**src/rtl/regfile_write_arbiter.sv**
```systemverilog
// Two-producer write-back arbiter: ALU and load requests are queued in order
// and drained into the register file's single write port at one write per cycle.
module regfile_write_arbiter #(
    parameter int DEPTH = 4
) (
    input  logic                     clk,
    input  logic                     reset,
    input  logic                     alu_valid,
    output logic                     alu_ready,
    input  logic [4:0]               alu_reg,
    input  logic [31:0]              alu_data,
    input  logic                     mem_valid,
    output logic                     mem_ready,
    input  logic [4:0]               mem_reg,
    input  logic [31:0]              mem_data,
    output logic                     RegWrite,
    output logic [4:0]               Write_register,
    output logic [31:0]              Write_data,
    output logic [$clog2(DEPTH):0]   count,
    input  logic [4:0]               query_reg,
    output logic                     query_hit
);
    localparam int PW = $clog2(DEPTH);
    localparam int CW = PW + 1;

    // Handshake: a request transfers on a rising edge where its valid and
    // ready are both high; ready never depends on the same producer's valid.
    logic [4:0]    ent_reg_q  [DEPTH];
    logic [31:0]   ent_data_q [DEPTH];
    logic [PW-1:0] head_q, head_d;
    logic [PW-1:0] tail_q, tail_d;
    logic [CW-1:0] count_q, count_d;
    logic          wr_en_q;
    logic [4:0]    wr_reg_q;
    logic [31:0]   wr_data_q;

    logic [CW-1:0] free;
    logic          pop;
    logic          push_mem;
    logic          push_alu;
    logic [PW-1:0] alu_slot;

    assign free      = CW'(DEPTH) - count_q;
    assign pop       = (count_q != '0);
    assign mem_ready = (free != '0);
    assign alu_ready = (free >= CW'(2)) || ((free == CW'(1)) && !mem_valid);

    // Writes to r0 finish the handshake but are dropped here.
    assign push_mem  = mem_valid && mem_ready && (mem_reg != 5'd0);
    assign push_alu  = alu_valid && alu_ready && (alu_reg != 5'd0);
    assign alu_slot  = tail_q + PW'(push_mem);

    always_comb begin
        head_d  = head_q + PW'(pop);
        tail_d  = tail_q + PW'(push_mem) + PW'(push_alu);
        count_d = count_q + CW'(push_mem) + CW'(push_alu) - CW'(pop);
    end

    always_ff @(posedge clk or posedge reset) begin
        if (reset) begin
            head_q    <= '0;
            tail_q    <= '0;
            count_q   <= '0;
            wr_en_q   <= 1'b0;
            wr_reg_q  <= '0;
            wr_data_q <= '0;
        end else begin
            head_q  <= head_d;
            tail_q  <= tail_d;
            count_q <= count_d;
            wr_en_q <= pop;
            if (pop) begin
                wr_reg_q  <= ent_reg_q[head_q];
                wr_data_q <= ent_data_q[head_q];
            end
        end
    end

    // Entry storage needs no reset: only slots covered by count are ever read.
    always_ff @(posedge clk) begin
        if (push_mem) begin
            ent_reg_q[tail_q]  <= mem_reg;
            ent_data_q[tail_q] <= mem_data;
        end
        if (push_alu) begin
            ent_reg_q[alu_slot]  <= alu_reg;
            ent_data_q[alu_slot] <= alu_data;
        end
    end

    always_comb begin
        query_hit = wr_en_q && (wr_reg_q == query_reg);
        for (int k = 0; k < DEPTH; k++) begin
            if ((CW'(k) < count_q) && (ent_reg_q[head_q + PW'(k)] == query_reg)) begin
                query_hit = 1'b1;
            end
        end
        if (query_reg == 5'd0) begin
            query_hit = 1'b0;
        end
    end

    assign RegWrite       = wr_en_q;
    assign Write_register = wr_reg_q;
    assign Write_data     = wr_data_q;
    assign count          = count_q;
endmodule
```
**config.mk**
```make
export PLATFORM = sky130hd
export DESIGN_NAME = regfile_write_arbiter
export DESIGN_NICKNAME = d
export VERILOG_FILES = /design/src/rtl/regfile_write_arbiter.sv
export SDC_FILE = /design/constraint.sdc
export NUM_CORES = 1
export LEC_CHECK = 0
export ABC_AREA = 1
export CELL_PAD_IN_SITES_DETAIL_PLACEMENT = 1
export CELL_PAD_IN_SITES_GLOBAL_PLACEMENT = 2
export CORE_MARGIN = 2
export CORE_UTILIZATION = 32
export CTS_BUF_LIST = sky130_fd_sc_hd__clkbuf_8
export DETAILED_ROUTE_END_ITERATION = 10
export PLACE_DENSITY_LB_ADDON = 0.1
export SLEW_MARGIN = 10
export SYNTH_ARGS = -nofsm -noshare
export SYNTH_HDL_FRONTEND = slang
export SYNTH_SLANG_ARGS = --single-unit
```
**constraint.sdc**
```tcl
create_clock -name clk -period 4.5 [get_ports clk]
set_input_delay 1.125 -clock clk [delete_from_list [all_inputs] [get_ports clk]]
set_output_delay 1.125 -clock clk [all_outputs]
set_load 0.05 [all_outputs]
```
# Word-level counts from Yosys, hierarchy flattened
# Memory sizes are Yosys's and may differ from the RTL's. A register that Yosys moved wholly into a read port is not among the register bits.
# Cells that the tools add are included.
# W data, S select, Z words.
dict set report word_totals {
  regBits 13
  mem_bits_rw 148
  inputBits 83
  output_inout_bits 44
  word_cells 54
  n_memories 2
}
dict set report classes {
  add_sub_neg 10
  magnitude_cmp 5
  eq_ne 6
  muxes 9
  n_reduce_logical 17
}
# name depth word_bits rd rd_clocked_by_memory_dff write_ports line_no
set mem_list {}
lappend mem_list {ent_data_q 4 32 1 1 2 29} ;# logic [31:0] ent_data_q [DEPTH];
lappend mem_list {ent_reg_q 4 5 4 0 2 28} ;# logic [4:0] ent_reg_q [DEPTH];
# op n
set ops {}
lappend ops {{$eq A5 B5 Y1} 5}
lappend ops {{$logic_and A1 B1 Y1} 10}
lappend ops {{$reduce_bool A5 Y1} 2}
lappend ops {{$mux W1} 9}
lappend ops {{$add A2 B1 Y2} 3}
lappend ops {{$add A3 B1 Y3} 2}
lappend ops {{$lt A1 B3 Y1 const A} 2}
lappend ops {{$lt A2 B3 Y1 const A} 2}
lappend ops {{$reduce_bool A3 Y1} 2}
lappend ops {{$logic_not A5 Y1} 1}
lappend ops {{$add A2 B2 Y2 const B} 2}
lappend ops {{$eq A3 B1 Y1 const B} 1}
lappend ops {{$ge A3 B2 Y1 const B} 1}
lappend ops {{$sub A3 B1 Y3} 1}
lappend ops {{$sub A3 B3 Y3 const A} 1}
lappend ops {{$add A2 B1 Y2 const B} 1}
lappend ops {{$logic_not A1 Y1} 1}
lappend ops {{$logic_or A1 B1 Y1} 1}

# Depth between registers and ports, before layout
dict set report logic_depth {
  word_depth 8
  depth_mapped 14
  depth_no_buf 13
}

# Least setup slack after synthesis
# Ideal clock, no wire load.
dict set report synth_path {
  path_type {reg2reg}
  startpoint {register count_q[0] (netlist: count[0])}
  endpoint {memory ent_data_q[2][0], enable pin}
  setup_time_ns 0.483
  arrival_ns 4.697
  slack_ns -0.680
  stages_incl_launch_ff 8
  n_path_buf 0
  period_less_slack_ns 5.180
  path_cell_list {dfrtp_1 > inv_1 > ha_1 > ha_1 > inv_1 > nand3_1 > or2_2 > o21ai_0}
}
# element line_no
set synth_rtl {}
lappend synth_rtl {{from (decl)} 32} ;# logic [CW-1:0] count_q, count_d;
lappend synth_rtl {{from (signal assigned)} 70} ;# count_q <= count_d;
lappend synth_rtl {{to (decl)} 29}

# Worst setup path in the final report
dict set report layout_path {
  startpoint {register head_q[1]}
  endpoint {output port query_hit}
}
dict set report layout_between {
  elab_chain_len 8
  word_cells_on_any_way 17
  cone_classes {add/sub: 3; eq/ne: 4; mux: 5; reduce/logical: 4; memory: 1}
}
# element line_no
set layout_lines {}
lappend layout_lines {{from (decl)} 30} ;# logic [PW-1:0] head_q, head_d;
lappend layout_lines {{from (signal assigned)} 61} ;# head_q <= '0;
lappend layout_lines {{from (signal assigned)} 68} ;# head_q <= head_d;
lappend layout_lines {{$add A2 B1 Y2 or $mem_v2 Z4 W5 (tied branches)} -}
lappend layout_lines {{$mem_v2 Z4 W5 *} -}
lappend layout_lines {{$eq A5 B5 Y1 or $logic_and A1 B1 Y1 (tied branches)} 94} ;# if ((CW'(k) < count_q) && (ent_reg_q[head_q + PW'(k)] == query_reg)) begin
lappend layout_lines {{$logic_and A1 B1 Y1 or $mux W1 (tied branches)} 94}
lappend layout_lines {{$mux W1 (2 in series)} 94}
lappend layout_lines {{$mux W1 *} 94}
lappend layout_lines {{$mux W1 *} 98} ;# if (query_reg == 5'd0) begin
lappend layout_lines {{to (decl)} 21} ;# output logic query_hit
# Every way passes the cells marked *; elsewhere a longest branch is shown, timed or not.

==> impl_metrics.xml <==
<?xml version="1.0" encoding="UTF-8"?>
<metrics>
  <group name="placement">
    <metric name="place.gp.congestion" unit="">0.775</metric>
    <metric name="buffer_ports.inserted" unit="">126</metric>
    <metric name="detailedPlacementHpwl" unit="um">19500</metric>
    <metric name="placed_area" unit="um2">11300</metric>
    <metric name="place_worst_setup_slack" unit="ns">0.533</metric>
  </group>
  <group name="clock_network">
    <metric name="postCtsSetupRepairBufs" unit="">0</metric>
    <metric name="cts.hold.buffers_added" unit="">0</metric>
    <metric name="cts_made_buffers" unit="">17</metric>
    <metric name="post_cts_resized" unit="">0</metric>
    <metric name="clock_insertion_delay_worst_skew" unit="ns">0.48</metric>
    <metric name="clkSlewWorstSetupHoldPaths" unit="ns">0.12</metric>
    <metric name="clock_tree_sinks" unit="">193</metric>
    <metric name="cts_tree" unit="">yes</metric>
    <metric name="cts.path.max_buffers" unit="">2</metric>
    <metric name="h_tree_depth" unit="">4</metric>
    <metric name="clock_tree.root_cell" unit="">sky130_fd_sc_hd__clkbuf_8</metric>
  </group>
  <group name="worst_setup_path">
    <metric name="critical_path.endpoint_type" unit="">primary output</metric>
    <metric name="cp_data_required_time" unit="ns">3.38</metric>
    <metric name="crit_path_start" unit="">head_q[1]</metric>
    <metric name="reg2reg_depth" unit="">12</metric>
    <metric name="critical_path.max_fanout" unit="">14</metric>
    <metric name="timing.setup.critical_path_class" unit="">reg2out</metric>
    <metric name="cp_data_arrival_time" unit="ns">2.97</metric>
    <metric name="reg2reg_from" unit="">count[1]</metric>
    <metric name="worst_setup_path_start_kind" unit="">flop</metric>
  </group>
  <group name="sta">
    <metric name="finalWorstSetupSlack" unit="ns">0.409</metric>
    <metric name="worstMarginPinSlew" unit="ns">1.08</metric>
    <metric name="final.setup_skew" unit="ns">0.0262</metric>
    <metric name="final-setup-viol-count" unit="">0</metric>
    <metric name="final-hold-violation-count" unit="">0</metric>
    <metric name="final_min_period_over_clock_period" unit="%">90.9</metric>
    <metric name="final.hold.worst_slack" unit="ns">0.490</metric>
    <metric name="final_max_slew_viol_count" unit="">0</metric>
    <metric name="period_minus_slack" unit="ns">4.09</metric>
    <metric name="slew-limit-headroom" unit="%">27.7</metric>
    <metric name="maxClockFrequency" unit="GHz">0.244</metric>
    <metric name="unrepaired_setup_endpoints_after_global_routing" unit="">no</metric>
  </group>
  <group name="die">
    <metric name="initial_util" unit="%">32.3</metric>
    <metric name="dieHeight" unit="um">176</metric>
    <metric name="core_area" unit="um2">29500</metric>
    <metric name="top_level_ports" unit="">127</metric>
    <metric name="rows" unit="">63</metric>
    <metric name="die_w" unit="um">176</metric>
    <metric name="dieArea" unit="um2">31100</metric>
  </group>
  <group name="global_route">
    <metric name="number_of_global_route_vias_before_repair" unit="">7906</metric>
    <metric name="maximum_number_of_pins_on_one_net_before_global_route_repair" unit="">75</metric>
    <metric name="gr-usage-all-layers" unit="%">19.4</metric>
    <metric name="grt_remaining_overflow" unit="">0</metric>
    <metric name="grt_pass1_wl" unit="um">46000</metric>
    <metric name="initial_antenna_violation_count" unit="">0</metric>
  </group>
  <group name="yosys">
    <metric name="post_synthesis_instance_total" unit="">1042</metric>
    <metric name="postSynthRegisterBits" unit="">193</metric>
    <metric name="most_repeated_cell_in_the_gate_level_netlist_after_synthesis" unit="">sky130_fd_sc_hd__nand2_1</metric>
    <metric name="yosysTopAreaCellShare" unit="%">46.7</metric>
    <metric name="synth-seq-area-share" unit="%">58.5</metric>
    <metric name="number_of_distinct_library_cell_variants_in_the_gate_level_netlist_after_synthesis" unit="">32</metric>
    <metric name="netlist_area_before_placement" unit="um2">9520</metric>
    <metric name="synth.yosys.warnings" unit="">0</metric>
    <metric name="synth_ff_type" unit="">sky130_fd_sc_hd__edfxtp_1</metric>
    <metric name="syn_avg_cell_area" unit="um2">9.13</metric>
    <metric name="synth_common_cells" unit="">376 x sky130_fd_sc_hd__nand2_1, 156 x sky130_fd_sc_hd__o21ai_0, 148 x sky130_fd_sc_hd__edfxtp_1, 67 x sky130_fd_sc_hd__inv_1, 51 x sky130_fd_sc_hd__nand3_1</metric>
    <metric name="synthTopCellsByArea" unit="">sky130_fd_sc_hd__edfxtp_1 47%, sky130_fd_sc_hd__nand2_1 15%, sky130_fd_sc_hd__dfrtp_1 12%, sky130_fd_sc_hd__o21ai_0 8.2%, sky130_fd_sc_hd__nand3_1 2.7%</metric>
    <metric name="synth_edf_count" unit="">148</metric>
    <metric name="synth_largest_area_cell" unit="">sky130_fd_sc_hd__edfxtp_1</metric>
    <metric name="postSynthNetCount" unit="">1138</metric>
    <metric name="synth_async_sr_flop_share" unit="%">23.3</metric>
  </group>
  <group name="detailed_routing">
    <metric name="detailroute.via_count" unit="">7603</metric>
    <metric name="routed_via_density" unit="">4.90</metric>
    <metric name="drc_errors" unit="">0</metric>
    <metric name="detailedRoute.firstIterationViolations" unit="">549</metric>
    <metric name="wl_per_cell" unit="um">18.8</metric>
    <metric name="drt_pass1_iterations" unit="">4</metric>
    <metric name="drt.antenna.violating_nets" unit="">0</metric>
    <metric name="wirelength" unit="um">29100</metric>
  </group>
  <group name="pwr">
    <metric name="intPower" unit="mW">4.93</metric>
    <metric name="power.switching" unit="mW">4.40</metric>
    <metric name="power_frac_seq" unit="%">36.7</metric>
    <metric name="vdd_ir_drop_max" unit="mV">0.285</metric>
    <metric name="p_per_cell_area" unit="nW/um2">797</metric>
    <metric name="design_power_total" unit="mW">9.34</metric>
    <metric name="cellLeakagePower" unit="nW">4.85</metric>
    <metric name="p_comb_share" unit="%">51.1</metric>
    <metric name="clock_power_share" unit="%">12.2</metric>
    <metric name="power.share.switching" unit="%">47.2</metric>
  </group>
  <group name="finish">
    <metric name="syn2layout_area_growth" unit="%">23.1</metric>
    <metric name="post_route_standard_cell_area_excluding_fillers" unit="um2">11700</metric>
    <metric name="regArea" unit="um2">5570</metric>
    <metric name="nFillCells" unit="">3405</metric>
    <metric name="nets" unit="">1244</metric>
    <metric name="multi_input_area" unit="um2">3500</metric>
    <metric name="final_core_utilization" unit="%">39.7</metric>
    <metric name="antenna_diode_count" unit="">0</metric>
    <metric name="drive_gt1_share" unit="%">5.77</metric>
  </group>
  <group name="min_path">
    <metric name="hold_path_cell_cnt" unit="">2</metric>
    <metric name="worst_hold_path_type" unit="">reg2reg</metric>
    <metric name="worst_hold_startpoint" unit="">Write_data[10]</metric>
  </group>
  <group name="status">
    <metric name="run_status" unit="">complete, no violations</metric>
  </group>
  <group name="job">
    <metric name="drv_cap" unit="">0</metric>
  </group>
</metrics>
[power groups by stage]
stage	Clock, mW	Sequential [mW]	Combinational [mW]
finish	1.14	3.43	4.77
CTS	1.17	3.44	4.87
global placement	0	3.46	4.81
global route	1.23	3.52	5.31
floorplan	0	4.05	2.42
detailed placement	0	3.48	4.86
[per-layer routing]
metal | share of wire, % | up-vias | GRT usage (%)
met5 | 0 | - | 0
met4 | 0.89 | 0 | 3.89
li1 | - | 3762 | -
met3 | 2.7 | 20 | 2.89
met2 | 48 | 110 | 32.4
met1 | 49 | 3711 | 27.0
[final cells by class]
| cell class | count | share of cell area (%) |
|---|---|---|
| Sequential cell | 193 | 47.6 |
| Multi-Input combinational cell | 722 | 29.9 |
| Timing Repair Buffer | 145 | 12.9 |
| Tap cell | 390 | 4.17 |
| Inverter | 69 | 2.21 |
| Clock buffer | 17 | 2.00 |
| Clock inverter | 15 | 1.24 |
[stage by stage]
stage / instances / TNS (ns)
after global placement: 1519 / 0
after CTS: 1551 / 0
after global routing: 1551 / 0
final: 1551 / 0
after floorplan: 1042 / -50.28
after detailed placement: 1519 / 0
[state kept, by name (all words and copies together), names as in the netlist]
register	flops
ent_reg_q	20
Write_data	32
RegWrite	1
tail_q	2
Write_register	5
head_q	2
count	3
ent_data_q	128
[final timing paths]
| path | end | slack [ns] |
|---|---|---|
| min in group asynchronous | Write_data[11] | 1.15 |
| max | query_hit | 0.41 |
| max in group asynchronous | head_q[0] | 2.52 |
| min | Write_data[10] | 0.49 |
| min reg2reg | Write_data[10] | 0.49 |
| max reg2reg | ent_data_q[1][17] | 1.39 |
[placed cells by master (no fill, tap or decap), drive strengths merged, types with 2 or more instances in the layout]
| master | synthesis | routed |
|---|---|---|
| fa | 2 | 2 |
| a21oi | 7 | 7 |
| ha | 11 | 11 |
| nand3 | 51 | 51 |
| a41oi | 13 | 13 |
| nand4 | 9 | 9 |
| dfrtp | 45 | 45 |
| inv | 69 | 78 |
| xnor2 | 3 | 3 |
| edfxtp | 148 | 148 |
| nor3 | 4 | 4 |
| clkbuf | 31 | 17 |
| nand2 | 378 | 378 |
| nor2 | 35 | 35 |
| xor2 | 2 | 2 |
| o21ai | 159 | 159 |
| a31oi | 10 | 10 |
| o22ai | 2 | 2 |
| a22oi | 33 | 33 |
| buf | 27 | 20 |
| clkinv | 0 | 5 |
| clkdlybuf4s50 | 0 | 125 |
[worst max-delay path, stage by stage (launching register included)]
cell and delay (ns):
sky130_fd_sc_hd__dfrtp_1 0.66, sky130_fd_sc_hd__inv_1 0.33, sky130_fd_sc_hd__nand2_1 0.16, sky130_fd_sc_hd__nand2_1 0.25, sky130_fd_sc_hd__nand2_1 0.17, sky130_fd_sc_hd__nand2_1 0.09
sky130_fd_sc_hd__a21oi_1 0.13, sky130_fd_sc_hd__nand3_1 0.08, sky130_fd_sc_hd__nor2_1 0.13, sky130_fd_sc_hd__nor2_1 0.06, sky130_fd_sc_hd__a21oi_1 0.26, sky130_fd_sc_hd__buf_12 0.18
[cells by family after synthesis]
family	synth area share [%]
flip-flops	58.5
adder cells (fa/ha/maj)	1.87
buffers and inverters	5.65
XOR/XNOR	0.460
AO/OA/AOI/OAI	13.5
AND/OR/NAND/NOR	20.0
Power figures use the tool's default switching activity.
